==> src/rtl/canon_89_fold_pkg.sv <==
// Shared constants, state encoding and fold-correction helper for the 89-bit prime field.
package fp89_pkg;

    localparam int FP89_W     = 89;
    localparam int FP89_RED_W = 92;

    localparam logic [88:0] P89 = 89'h19F393CFFFFFFFFFFFFFFFF;

    typedef enum logic [1:0] {
        IDLE,
        FOLD,
        CSUB,
        DONE
    } canon_state_t;

    // M*2^88 mod P, built by repeated modular addition of 2^88 (which is itself < P)
    function automatic logic [88:0] fold_corr(input logic [3:0] m);
        logic [88:0] acc;
        logic [88:0] gap;
        acc = '0;
        gap = P89 - {1'b1, 88'b0};
        for (int i = 0; i < 15; i++) begin
            if (i < int'(m)) begin
                if (acc >= gap) begin
                    acc = acc - gap;
                end else begin
                    acc = acc + {1'b1, 88'b0};
                end
            end
        end
        return acc;
    endfunction

endpackage

==> src/rtl/canon_89_fold_lut.sv <==
// Correction table: corr_add = M*2^88 mod P for the four top bits of a redundant operand.
module sub_89_lut
    import fp89_pkg::*;
(
    input  logic [3:0]        m,
    output logic [FP89_W-1:0] corr_add
);

    logic [FP89_W-1:0] lut_tab [16];

    for (genvar g = 0; g < 16; g++) begin : g_tab
        assign lut_tab[g] = fold_corr(4'(g));
    end

    assign corr_add = lut_tab[m];

endmodule

==> src/rtl/canon_89_fold.sv <==
// Iterative canonicaliser: folds a 92-bit redundant value into [0, P) with a ready/valid handshake.
// Optional macro CANON89_ITER_CNT_EN adds the fold_cnt output and an iteration-overflow check.
module canon_89_fold
    import fp89_pkg::*;
(
    input  logic                  clk,
    input  logic                  rst,
    input  logic                  in_valid,
    output logic                  in_ready,
    input  logic [FP89_RED_W-1:0] in_data,
    output logic                  out_valid,
    input  logic                  out_ready,
    output logic [FP89_W-1:0]     out_data,
`ifdef CANON89_ITER_CNT_EN
    output logic [3:0]            fold_cnt,
`endif
    output logic                  busy
);

    canon_state_t          state;
    logic [FP89_RED_W-1:0] x;
    logic [FP89_W-1:0]     corr_add;

`ifdef CANON89_ITER_CNT_EN
    logic [3:0] iter;
    assign fold_cnt = iter;
`endif

    sub_89_lut u_lut (
        .m        (x[91:88]),
        .corr_add (corr_add)
    );

    // Only M >= 2 is folded; M = 1 leaves a value below 2^89 that CSUB can finish
    always_ff @(posedge clk) begin
        if (rst) begin
            state     <= IDLE;
            x         <= '0;
            in_ready  <= 1'b1;
            out_valid <= 1'b0;
            out_data  <= '0;
            busy      <= 1'b0;
`ifdef CANON89_ITER_CNT_EN
            iter      <= '0;
`endif
        end else begin
            case (state)
                IDLE: begin
                    if (in_valid && in_ready) begin
                        x        <= in_data;
                        state    <= FOLD;
                        in_ready <= 1'b0;
                        busy     <= 1'b1;
`ifdef CANON89_ITER_CNT_EN
                        iter     <= '0;
`endif
                    end
                end
                FOLD: begin
                    if (x[91:89] != 3'b000) begin
                        x <= {4'b0000, x[87:0]} + {3'b000, corr_add};
`ifdef CANON89_ITER_CNT_EN
                        if (iter != 4'hF) begin
                            iter <= iter + 4'd1;
                        end
`endif
                    end else begin
                        state <= CSUB;
                    end
                end
                CSUB: begin
                    out_data  <= (x[88:0] >= P89) ? (x[88:0] - P89) : x[88:0];
                    out_valid <= 1'b1;
                    state     <= DONE;
                end
                DONE: begin
                    if (out_valid && out_ready) begin
                        out_valid <= 1'b0;
                        in_ready  <= 1'b1;
                        busy      <= 1'b0;
                        state     <= IDLE;
                    end
                end
                default: state <= IDLE;
            endcase
        end
    end

`ifdef CANON89_ITER_CNT_EN
    a_iter_bound: assert property (@(posedge clk) disable iff (rst)
        !(state == FOLD && x[91:89] != 3'b000 && iter == 4'hF));
`endif

endmodule

==> config.mk <==
export PLATFORM = sky130hd
export DESIGN_NAME = canon_89_fold
export DESIGN_NICKNAME = d
export VERILOG_FILES = /design/src/rtl/canon_89_fold_pkg.sv /design/src/rtl/canon_89_fold_lut.sv /design/src/rtl/canon_89_fold.sv
export SDC_FILE = /design/constraint.sdc
export NUM_CORES = 1
export LEC_CHECK = 0
export BUFFER_PORTS_ARGS = -buffer_cell sky130_fd_sc_hd__buf_4
export CORE_MARGIN = 2
export CORE_UTILIZATION = 30
export DETAILED_ROUTE_END_ITERATION = 7
export GPL_ROUTABILITY_DRIVEN = 1
export PLACE_DENSITY = 0.49
export SETUP_SLACK_MARGIN = 0.02
export SYNTH_ARGS = -nofsm -noshare
export SYNTH_HDL_FRONTEND = slang
export SYNTH_SLANG_ARGS = --single-unit
==> constraint.sdc <==
create_clock -name clk -period 4.1 [get_ports clk]
set_clock_uncertainty 0.1 [all_clocks]
set_input_delay 0.205 -clock clk [delete_from_list [all_inputs] [get_ports clk]]
set_output_delay 0.205 -clock clk [all_outputs]
set_load 0.1 [all_outputs]
Word level (Yosys, flattened, before mapping)
Memories as Yosys holds them, arrays and structs flattened.
Cells that the tools add are included.
- register bits: 186
- ROM bits: 1424
- input bits: 96
- output and inout bits: 92
- logic and storage cells: 47
- memories kept: 1
- memories (memory ; depth ; width ; rd ports ; clocked after Yosys merged registers in ; write ports ; RTL line ; source):
    (name not given) ; 16 ; 89 ; 1 ; 0 ; 0 ; canon_89_fold_lut.sv:15 ; assign corr_add = lut_tab[m];
- $add $sub $neg: 2
- magnitude comparators: 2
- equal/unequal tests: 7
- muxes and demuxes: 17
- bitwise logic cells: 1
- reductions and logical operators: 11
- operators with widths (kind ; number):
    $mux W89 ; 3
    $mux W92 ; 2
    $pmux W92 S2 ; 1
    $add A88 B89 Y90 ; 1
    $ge A89 B89 Y1 const B ; 1
    $sub A89 B89 Y89 const B ; 1
    $reduce_and A3 Y1 ; 3
    $ne A2 B2 Y1 const B ; 4
    $pmux W2 S4 ; 1
    $mux W2 ; 3
    $pmux W1 S2 ; 3
    $reduce_bool A2 Y1 ; 3
    $ge A5 B5 Y1 const B ; 1
    $not A4 Y5 ; 1
    $eq A2 B2 Y1 const B ; 2
    $mux W1 ; 4
    $reduce_bool A3 Y1 ; 1
    $eq A2 B1 Y1 const B ; 1
    $logic_and A1 B1 Y1 ; 2
    $logic_not A2 Y1 ; 1
    $reduce_and A2 Y1 ; 1

Depth between registers and ports, before layout
- word-level depth: 7
- gate-level depth with buffers: 16
- gate-level depth less buffers: 16

By module
A second synthesis with hierarchy kept.
- cells, all modules: 2137
- area, all modules: 15631.2 sq um
- modules (own cells, without submodules) (module ; instances ; cells an instance ; area each (sq um) ; seq. area each (sq um)):
    canon_89_fold ; 1 ; 2011 ; 14727.9 ; 3723.6
    sub_89_lut ; 1 ; 126 ; 903.4 ; 0.0

Worst setup path after synthesis
No wires, ideal clock.
- path type: register to register
- start point: register x[88]
- end point: register x[88]
- library setup time: 0.126 ns
- arrival: 3.666 ns
- data required time: 3.874 ns
- setup slack: 0.208 ns
- stages on the path, launching flop included: 16
- buffers on the path: 0
- clock period less this slack: 3.892 ns
- cells stage by stage: dfxtp_1 -> inv_1 -> ha_1 -> nor2_1 -> a21oi_1 -> a21oi_1 -> ha_1 -> fa_1 -> nand3_1 -> a211o_1 -> or4_4 -> o311ai_2 -> a2111oi_1 -> o31ai_2 -> xnor2_1 -> o211ai_1
- word-level cells in the longest chain between the ends: 7
- RTL lines (what ; RTL line ; source):
    start: declaration ; canon_89_fold.sv:21 ; logic [FP89_RED_W-1:0] x;
    start signal: assignment ; canon_89_fold.sv:50 ; x <= in_data;
    start signal: assignment ; canon_89_fold.sv:61 ; x <= {4'b0000, x[87:0]} + {3'b000, corr_add};
    $not A4 Y5 (implied by the code) ; canon_89_fold_lut.sv:15 ;
    $mem_v2 Z16 W89 ; n/a ;
    $mux W89 (implied by the code) (2 in series) ; canon_89_fold_lut.sv:15 ;
    $add A88 B89 Y90 ; canon_89_fold.sv:61 ;
    $mux W92 ; canon_89_fold.sv:60 ; if (x[91:89] != 3'b000) begin
    $pmux W92 S2 ; canon_89_fold.sv:47 ; case (state)
No other way between the ends. The select of a mux whose other input is x is not followed.
A chain may end at the register's enable or synchronous reset.

Final worst setup path
- start point: register x[88]
- end point: register x[89]
Same word-level chain as after synthesis.

==> key figures <==
Detailed routing
  – Avg Vias per Cell: 5.75
  – Detailed Route WL: 57,100 microns
  – Vias: 14,500
  – Initial DRC count: 1,320
  – Drt drc: 0
  – Post-DRT Antenna Nets: 0
  – WL/cell: between 20 and 25 microns
  – DR pass1 iterations: 8

Global route
  – Initial antenna violation count: 0
  – First-pass GRT wire length: ~85,000 microns
  – Vias in the first global route: approximately 14,000
  – Largest net degree at the start of global routing: 108
  – Congestion Overflow GR: 0
  – All-Layer GR Usage: 0.252

Synth
  – Synth area leaders: dfxtp_1, nor2_1, a211oi_1, a21oi_1, nand2_1
  – Post-Synth Adder-Cell Area: 0.0374
  – Post-synth EDFFs: 0
  – Register area share after synthesis: 0.288
  – Post-Synth XOR/XNOR Area: 0.0617
  – Largest family of logic cells by synthesized area: simple AND/OR/NAND/NOR gates
  – Mapped Area: approximately 0.013 sq mm
  – Flops & latches, synth: around 190
  – Count of different cell masters after synthesis: 76
  – Post-Synthesis Cells: 1,763
  – Complex-gate fraction of the synthesized area: 0.251
  – Post-synth ARST share: 0
  – Yosys top cell area share: 0.288
  – Area leader, netlist: dfxtp_1
  – Yosys warns: 0
  – Syn nets: 1,897
  – Syn Area/Cell: approximately 7.3 sq um
  – Post-synthesis mux area share: 0.0110
  – Synth Area in Simple Gates: 0.293
  – Commonest register cell after synthesis: dfxtp_1

Timing
  – Minimum clock period: 3.82 ns
  – Slew @ Worst Pin: approximately 1.1 ns
  – Fin Setup TNS: 0 ns
  – Slew Viols, Final: 0
  – Final WS setup: around 0.28 ns
  – Final Cycle Share: 0.933
  – Final setup fails: 0
  – Final-report hold violation count: 0
  – Rel. slew slack: 0.277
  – Fmax: 261 MHz
  – RSZ-0062 raised after global routing: no

Setup path
  – Startpoint types: flip-flop
  – Crit Path Category: flip-flop to flip-flop
  – Crit path arrival time: approximately 4.1 ns
  – CP max stage delay: 0.52 ns
  – Cell family with most CP delay: simple AND/OR/NAND/NOR gates
  – CP dominant cell by count: buf_4
  – Worst setup EP type: flip-flop
  – Worst Path Max Fanout: 5
  – Buf/Inv on CP: 4
  – Cell Chain, Critical Path: inv_1, ha_1, nor2_2, nor2_1, nor2_1, a21oi_2, buf_4, ha_1, nand4_1, nor4_2, buf_4, nand4_1, o31ai_2, buf_4, or2_2, a21boi_1, or4_1, a31oi_1
  – Slowest CP cell: or4_1
  – Critical Path RT: ~4.4 ns

Final layout
  – Final Net Count: around 2,100
  – Area occupied by multi-input gates: between 0.008 and 0.009 sq mm
  – P&R area growth vs syn: 27.4%
  – Leading cell type in the layout, fill and taps excluded: buf_4
  – Share of layout cells above drive strength 1: 0.184
  – Number of fill cells: ~4,500
  – Register area: about 0.0037 sq mm
  – Most frequent cells in the layout: buf_4, nor2_1, dfxtp_1, nand2_1, a21oi_1
  – Final core occ: 0.385
  – Cell area after layout: about 0.016 sq mm

Die
  – Num rows: 76
  – Initial core utilization: 0.302
  – Core Area: around 0.043 sq mm
  – Die width: about 210 microns
  – IO Pins: between 150 and 200
  – Die height: 212 microns
  – Die area: between 0.04 and 0.05 sq mm

Placement
  – Dpl ws: about 0.23 ns
  – DP HPWL: between 40,000 and 50,000 microns
  – Placed standard-cell area: 0.0153 sq mm
  – IO buf count: between 150 and 200
  – Final Wtd Congestion: 0.971

Clock network
  – CTS clk-pin slew, worst paths: approximately 0.080 ns
  – TritonCTS clock tree: built
  – Worst-skew pair later-pin latency: between 0.4 and 0.5 ns
  – Num Clock Sinks: 186
  – CTS Buf Count: 17
  – Deepest clock path buffer count: 2
  – Root Buffer: clkbuf_16
  – CTS H-tree depth: 4

Outcome
  – Outcome: complete, no violations

Power and ir drop
  – PD cells: around 840 mW/mm^2
  – Overall power: around 14 mW
  – Leakage: between 5 and 6 nW
  – Max VDD drop: around 0.00054 V

Flow run
  – Max_cap viols: 0

Min path
  – Min-Delay Path Class: input pin to flip-flop
cells in the mapped netlist, types with 14 or more instances:
| cell | count |
|---|---|
| o21ai_0 | 106 |
| nor4_1 | 32 |
| a21oi_1 | 114 |
| nor2_1 | 225 |
| and3_1 | 23 |
| buf_2 | 27 |
| and4_1 | 15 |
| xnor2_1 | 61 |
| o22ai_1 | 19 |
| or3_1 | 20 |
| nor3_1 | 58 |
| dfxtp_1 | 186 |
| nand2_1 | 144 |
| nand3_1 | 76 |
| a21o_1 | 14 |
| ha_1 | 37 |
| nand4_1 | 80 |
| clkbuf_1 | 117 |
| inv_1 | 31 |
| a311oi_1 | 14 |
| xor2_1 | 30 |
| a211oi_1 | 105 |
| a22oi_1 | 25 |
report_power, final:
group          total (mW)  internal [mW]  switching [mW]
logic                8.62           2.60            6.03
registers            3.25           2.46           0.789
clock network        1.89           1.06           0.825
total                13.8           6.12            7.64
cell families after synthesis:
logic type,after synthesis
mux,14
flops,186
simple gates,750
buf+inv,190
xor+xnor,91
fa+ha+maj,38
compound gates,494
sequential cells by signal, indices dropped and copies added, names as in the netlist:
register	cells
x	92
out_valid	1
out_data	89
state	2
busy	1
in_ready	1
layout make-up:
class,instances,share of cell area
diodes,2,0.000304
clock buffers,20,0.0277
clock inverters,12,0.0113
inverters,32,0.00730
multi-input cells,1387,0.518
flip-flops and latches,186,0.226
well taps,546,0.0415
repair buffers,342,0.168
timing repair:
item	4_1_cts	5_1_grt
hold buffers	51	0
endpoints found under the hold margin	51	0
setup endpoints to repair	0	6
gates resized for setup	0	7
setup buffers	0	1
path summary, 6_finish.rpt:
kind,cells after the start,from,slack [ns],end
setup / recovery,18,x[88]$_SDFFE_PP0P_,0.28,x[89]$_SDFFE_PP0P_
hold / removal,3,in_data[27],0.03,x[27]$_SDFFE_PP0P_
setup reg to reg,18,x[88]$_SDFFE_PP0P_,0.28,x[89]$_SDFFE_PP0P_
hold reg to reg,2,out_data[88]$_SDFFE_PP0P_,0.38,out_data[88]$_SDFFE_PP0P_
worst min-delay path, stage by stage:
cell and delay, ns:
buf_4 0.12, o22ai_1 0.14, a211oi_1 0.09
per-layer routing:
metal,GRT usage,part of all wire,vias up
met5,0,0,-
met4,0.0809,0.027,0
met3,0.0444,0.061,79
met2,0.411,0.47,540
met1,0.336,0.44,6995
li1,-,-,6921
per-stage QoR:
step | std cells | hold slack, ns
after floorplan | 1763 | 0.257
after global placement | 2441 | 0.365
after detailed placement | 2441 | 0.371
after CTS | 2524 | 0.00148
after global routing | 2525 | 0.00416
final | 2527 | 0.0257
Power figures use the tool's default switching activity.
